**src/rtl/compare_monitor.sv**
```systemverilog
// Lockstep spec-vs-impl checker: warm-up, then RUNLEN valid samples compared per channel.
// Results register on the sampling edge; no backpressure, samples with valid=0 are skipped.
module compare_monitor #(
   parameter int CHANNELS = 6,
   parameter int WIDTH    = 1,
   parameter int WARMUP   = 30,
   parameter int RUNLEN   = 10000,
   parameter int CNTW     = 16
) (
   input  logic                                           clk,
   input  logic                                           reset,
   input  logic                                           start,
   input  logic                                           valid,
   input  logic [CHANNELS*WIDTH-1:0]                      spec,
   input  logic [CHANNELS*WIDTH-1:0]                      impl,
   output logic                                           busy,
   output logic                                           checking,
   output logic                                           done,
   output logic                                           fail,
   output logic [CHANNELS-1:0]                            chan_fail,
   output logic [((CHANNELS > 1) ? $clog2(CHANNELS) : 1)-1:0] first_chan,
   output logic [CNTW-1:0]                                first_cycle,
   output logic [CNTW-1:0]                                err_count,
   output logic [CNTW-1:0]                                sample_count
);

   localparam int FCW   = (CHANNELS > 1) ? $clog2(CHANNELS) : 1;
   localparam int WW    = (WARMUP > 0) ? $clog2(WARMUP + 1) : 1;
   localparam int WLAST = (WARMUP > 0) ? WARMUP - 1 : 0;

   localparam logic [1:0] S_IDLE   = 2'd0;
   localparam logic [1:0] S_WARMUP = 2'd1;
   localparam logic [1:0] S_CHECK  = 2'd2;
   localparam logic [1:0] S_DONE   = 2'd3;

   localparam logic [1:0]      S_START     = (WARMUP == 0) ? S_CHECK : S_WARMUP;
   localparam logic [CNTW-1:0] LAST_SAMPLE = CNTW'(RUNLEN - 1);
   localparam logic [WW-1:0]   WARM_LAST   = WW'(WLAST);

   logic [1:0]          state;
   logic [WW-1:0]       warm_cnt;
   logic [CHANNELS-1:0] mism;
   logic [FCW-1:0]      low_idx;

   always_comb begin
      mism = '0;
      for (int c = 0; c < CHANNELS; c++) begin
         mism[c] = (spec[c*WIDTH +: WIDTH] != impl[c*WIDTH +: WIDTH]);
      end
   end

   // Scan high to low so the lowest mismatching channel wins.
   always_comb begin
      low_idx = '0;
      for (int c = CHANNELS - 1; c >= 0; c--) begin
         if (mism[c]) begin
            low_idx = FCW'(c);
         end
      end
   end

   always_ff @(posedge clk) begin
      if (reset) begin
         state        <= S_IDLE;
         warm_cnt     <= '0;
         fail         <= 1'b0;
         chan_fail    <= '0;
         first_chan   <= '0;
         first_cycle  <= '0;
         err_count    <= '0;
         sample_count <= '0;
      end else begin
         case (state)
            S_IDLE, S_DONE: begin
               if (start) begin
                  state        <= S_START;
                  warm_cnt     <= '0;
                  fail         <= 1'b0;
                  chan_fail    <= '0;
                  first_chan   <= '0;
                  first_cycle  <= '0;
                  err_count    <= '0;
                  sample_count <= '0;
               end
            end
            S_WARMUP: begin
               if (warm_cnt == WARM_LAST) begin
                  state <= S_CHECK;
               end else begin
                  warm_cnt <= warm_cnt + WW'(1);
               end
            end
            S_CHECK: begin
               if (valid) begin
                  sample_count <= sample_count + CNTW'(1);
                  if (|mism) begin
                     if (err_count != {CNTW{1'b1}}) begin
                        err_count <= err_count + CNTW'(1);
                     end
                     chan_fail <= chan_fail | mism;
                     if (!fail) begin
                        fail        <= 1'b1;
                        first_chan  <= low_idx;
                        first_cycle <= sample_count;
                     end
                  end
                  if (sample_count == LAST_SAMPLE) begin
                     state <= S_DONE;
                  end
               end
            end
            default: state <= S_IDLE;
         endcase
      end
   end

   assign busy     = (state == S_WARMUP) || (state == S_CHECK);
   assign checking = (state == S_CHECK);
   assign done     = (state == S_DONE);

endmodule

```
**config.mk**
```make
export PLATFORM = sky130hd
export DESIGN_NAME = compare_monitor
export DESIGN_NICKNAME = d
export VERILOG_FILES = /design/src/rtl/compare_monitor.sv
export SDC_FILE = /design/constraint.sdc
export NUM_CORES = 1
export LEC_CHECK = 0
export BUFFER_PORTS_ARGS = -buffer_cell sky130_fd_sc_hd__buf_2
export CAP_MARGIN = 20
export CELL_PAD_IN_SITES_DETAIL_PLACEMENT = 1
export CELL_PAD_IN_SITES_GLOBAL_PLACEMENT = 2
export CORE_MARGIN = 2
export CORE_UTILIZATION = 34
export CTS_BUF_LIST = sky130_fd_sc_hd__clkbuf_8
export DETAILED_ROUTE_END_ITERATION = 10
export GPL_TIMING_DRIVEN = 0
export PLACE_DENSITY_LB_ADDON = 0.12
export SYNTH_ARGS = -nofsm -noshare
export SYNTH_HDL_FRONTEND = slang
export SYNTH_SLANG_ARGS = --single-unit
```
**constraint.sdc**
```tcl
create_clock -name clk -period 3.91 [get_ports clk]
set_input_delay 0.782 -clock clk [delete_from_list [all_inputs] [get_ports clk]]
set_output_delay 0.782 -clock clk [all_outputs]
set_load 0.05 [all_outputs]
```
**Word-level counts from Yosys, hierarchy flattened**

Cells that the tools add are included.

- Bits in registers: 65
- Output and inout bits: 61
- Logic and storage cells: 82

- Bitwise operators: 1
- Eq/ne operators: 20
- Add/sub/neg operators: 3
- Reduce and logical (&&, ||, !) cells: 12
- Multiplexer cells: 38

Operators by type and width:

| kind | number |
|---|---|
| $mux W16 | 8 |
| $pmux W16 S2 | 3 |
| $add A16 B1 Y16 const B | 2 |
| $mux W3 | 10 |
| $mux W6 | 3 |
| $eq A16 B14 Y1 const B | 1 |
| $ne A16 B16 Y1 const B | 1 |
| $pmux W6 S2 | 1 |
| $mux W5 | 2 |
| $ne A2 B2 Y1 const B | 5 |
| $pmux W5 S2 | 1 |
| $reduce_and A5 Y1 | 2 |
| $mux W2 | 4 |
| $reduce_and A4 Y1 | 2 |
| $ne A1 B1 Y1 | 6 |
| $ne A2 B1 Y1 const B | 3 |
| $or A6 B6 Y6 | 1 |
| $pmux W2 S3 | 1 |
| $pmux W3 S2 | 1 |
| $reduce_and A3 Y1 | 2 |
| $reduce_or A6 Y1 | 1 |
| $add A5 B1 Y5 const B | 1 |
| $eq A5 B5 Y1 const B | 1 |
| $eq A2 B2 Y1 const B | 2 |
| 7 further kinds | 10 |

**Depth between registers and ports, before layout**

- Word-level depth: 11
- Depth in mapped cells: 10
- Mapped depth without buffers: 7

**Least setup slack after synthesis**

No wires, ideal clock.

- Kind: register to register
- Start: register state[0]
- End: register err_count[9]
- Buffers on the path: 3
- Stages on the path, launching flop included: 11
- Period minus slack after synthesis: 2.273 ns
- Arrival: 2.135 ns
- Data required time: 3.772 ns
- Path slack: 1.637 ns
- Cells stage by stage: dfxtp_1 > inv_1 > ha_1 > buf_2 > nand2b_1 > nand3_1 > a21o_1 > buf_4 > buf_4 > o31ai_1 > a21oi_1

- Elaborated cells between the ends (all ways): 11
- Those cells by class: eq/ne: 6; mux: 1; reduce/logical: 4

RTL lines:

| what | RTL line | source |
|---|---|---|
| start: declaration | 40 | `logic [1:0] state;` |
| start signal: assignment | 64 | `state <= S_IDLE;` |
| start signal: assignment | 76 | `state <= S_START;` |
| start signal: assignment | 88 | `state <= S_CHECK;` |
| $eq A2 B2 Y1 * | -- |  |
| via checking | 17 | `output logic checking,` |
| $ne A2 B1 Y1 (no source line) (tied with other cells) | -- |  |
| $reduce_and A5 Y1 (no source line) | -- |  |
| end signal: assignment | 98 | `err_count <= err_count + CNTW'(1);` |
| end: declaration | 23 | `output logic [CNTW-1:0] err_count,` |

The timed path passes the listed nets; every way through them passes the cells marked *.
A chain may end at the register's enable or synchronous reset.

**Worst setup path after layout**

- Start: register state[0]
- End: register sample_count[4]

- Longest elaborated chain between the ends: 4
- Elaborated cells between the ends (all ways): 9
- Those cells by class: eq/ne: 4; mux: 1; reduce/logical: 4

RTL lines:

| what | RTL line | source |
|---|---|---|
| $eq A2 B2 Y1 / $logic_not A2 Y1 (equally long branches) | 73 | `case (state)` |
| $reduce_or A2 Y1 | 73 |  |
| $ne A2 B2 Y1 (no source line) / $reduce_bool A2 Y1 (equally long branches) | -- |  |
| $reduce_and A3 Y1 (no source line) | -- |  |
| end signal: assignment | 95 | `sample_count <= sample_count + CNTW'(1);` |
| end: declaration | 24 | `output logic [CNTW-1:0] sample_count` |

Several ways; a longest one is shown, not always the timed one.

==> out/metrics.cfg <==
[run_status]
status=finished, final reports clean

[synth]
syn_area_um2=3290
muxShareOfSynthArea_pct=0.989
yosysTopAreaCellShare_pct=39.6
synth_compound_area_share_pct=15.3
synth_ff_type=dfxtp_1
synth_fa_ha_area_share_pct=3.04
yosysTopAreaCell=dfxtp_1
synthArstFlopShare_pct=0
postSynthCellCount=405
syn_area_per_cell_um2=8.12
synth_top_family_by_area=simple AND/OR/NAND/NOR gates
syn_nets=429
synth_seq_cells=65
yosysSeqAreaShare_pct=39.6
synth_edf_count=0
synthDistinctLibCells=51
ys_warn_count=0
synthSimpleGateAreaFrac_pct=30.0
synth_xor_area_share_pct=6.12
netlist_top_cells_area=dfxtp_1, nand2_1, nand4_1, a21oi_1, nor2_1

[cts]
clkLatencyLatePin_ps=350
postCtsHoldBufs=0
cts_sinks=65
clkTransAtPathRegs_ps=70
tritoncts=done
post_cts_resized=0
ctsHtreeMaxLevel=3
cts_buffer_depth=2
cts_root_buf=clkbuf_8
cts_setup_buffers=0
cts_made_buffers=9

[grt]
met3_usage_pct=2.94
grt-ovfl-total=0
grt_antenna_before_repair=0
busiest_layer=met2
first_global_vias=3215
grt.met1_usage_pct=30.8
grt_pass1_wl_mm=17.1
grt_max_degree=12
grt.total_usage_pct=21.2
use_met2_pct=32.4

[place]
dp_hpwl_mm=8.00
dp.cells=609
gp_congestion=0.764
place_ws_ps=997
port_buffers=75

[die]
die_h_um=102
die_w_um=102
start_util_pct=35.3
dieArea_um2=10500
io_pins=77
rows=35
core_area_um2=9330

[setup_path]
end_kind=flip-flop
crit_slowest_cell=o21ai_1
crit_type=reg2reg
start_kind=flip-flop
arrival_ps=3000
regToRegSetupSlack_ps=1120
cp_cell_sequence=inv_1, ha_1, buf_2, nand2b_1, nand3_1, o21ai_1, clkbuf_1, nor2_1
slowest_delay_ps=760
cp_max_fo=10
critPathRequiredTime_ps=4120

[layout]
final_layout_size_suffix_gt1_share_pct=22.4
layout_common_cells=buf_2, dfxtp_1, nand2_1
syn2layout_area_growth_pct=21.3
final_core_util_pct=42.8
fin_nets=515
mostFrequentLayoutCell=buf_2
fin_cells=625
diodes=0

[power_and_ir_drop]
combPwrFrac_pct=43.5
switching_share_pct=46.8
power_density_nw_per_um2=555
pwr-share-clk_pct=22.5
seqPwrFrac_pct=34.0
netSwitchingPower_mw=1.04
peakVddDrop_mv=0.350
internal_power_mw=1.18
p_leak_nw=1.53

[drt]
detail-route-antenna-nets=0
first_pass_iters=5
drt_wl_total_mm=10.7
wl_per_cell_um=17.1
via_count=3343
drtIter0Drc=112
viasPerCell=5.35
drc_errors=0

[timing]
max_freq_mhz=359
fin_ws_ps=1120
period_share_pct=71.2
finalHoldViolCount=0
period_minus_slack_ps=2790
fin_tns_setup_ps=0
relSlewSlack_pct=42.4
rsz0062_at_grt=no
fin_worst_skew_ps=8.87
drv_slew=0
final-setup-viol-count=0
tightestPinTransition_ps=858

[flow_run]
maxCapViolations=0

[min_path]
hold_class=reg2reg

## cell families after synthesis
kind of cell,after synthesis
compound gates,82
xor+xnor,23
fa+ha+maj,8
buf+inv,37
flops,65
mux,3
simple gates,187
## metal layers
| layer | wire, µm | share of wire (%) | vias up |
|---|---|---|---|
| met5 | 0 | 0 | - |
| met4 | 146 | 1.4 | 0 |
| met3 | 422 | 3.9 | 11 |
| met2 | 4780 | 45 | 81 |
| met1 | 5350 | 50 | 1618 |
| li1 | - | - | 1633 |
## worst max-delay path, delay by kind of cell (launching register included)
family	cells	cell delay [ps]
AO/OA/AOI/OAI	1	760
adder cells (fa/ha/maj)	1	210
buffers and inverters	3	800
flip-flops	1	380
AND/OR/NAND/NOR	3	500
## synth_stat cells (5+ instances only)
cell type and number:
dfxtp_1 65, nand2_1 48, nor2_1 36, a21oi_1 29, nand4_1 28, nand3_1 17
clkbuf_1 16, a31oi_1 15, xnor2_1 14, inv_1 12, nor3_1 12, o21ai_0 12
xor2_1 9, ha_1 8, and2_1 7, o31ai_1 7, buf_4 6, nor4_1 6
or4_1 5
## metrics by stage
stage	instance area, µm²	power (mW)	hold WS (ps)
5_1_grt	3990	2.35	496
3_3_place_gp	3830	1.72	447
6_report	3990	2.22	473
4_1_cts	3990	2.24	477
2_1_floorplan	3290	1.45	480
3_5_place_dp	3830	1.74	457
## layout make-up
type / count / area (µm²)
Buffer: 25 / 120
Multi-Input combinational cell: 303 / 1820
Clock inverter: 7 / 38.8
Timing Repair Buffer: 75 / 375
Clock buffer: 9 / 124
Inverter: 12 / 45.0
Sequential cell: 65 / 1300
Tap cell: 129 / 161
Fill cell: 1195 / 5340
## flip-flops by register name, summed over array words and instances, names as in the netlist
register,cells
first_cycle,16
first_chan,3
state,2
fail,1
err_count,16
warm_cnt,5
chan_fail,6
sample_count,16
## power by group through the flow
| stage | clock (mW) | sequential, mW | combinational, mW |
|---|---|---|---|
| after floorplan | 0 | 0.874 | 0.575 |
| after global placement | 0 | 0.765 | 0.956 |
| after detailed placement | 0 | 0.769 | 0.969 |
| after CTS | 0.510 | 0.754 | 0.972 |
| after global routing | 0.541 | 0.761 | 1.05 |
| final | 0.499 | 0.752 | 0.964 |
## worst paths after layout
kind / start / endpoint / cells after the start
worst max-delay path: state[0]$_SDFFE_PP0P_ / sample_count[4]$_SDFFE_PP0P_ / 8
worst min-delay path: chan_fail[1]$_SDFFE_PP0P_ / chan_fail[1]$_SDFFE_PP0P_ / 1
worst max register to register: state[0]$_SDFFE_PP0P_ / sample_count[4]$_SDFFE_PP0P_ / 8
worst min register to register: chan_fail[1]$_SDFFE_PP0P_ / chan_fail[1]$_SDFFE_PP0P_ / 1
(Power assumes the default switching activity.)
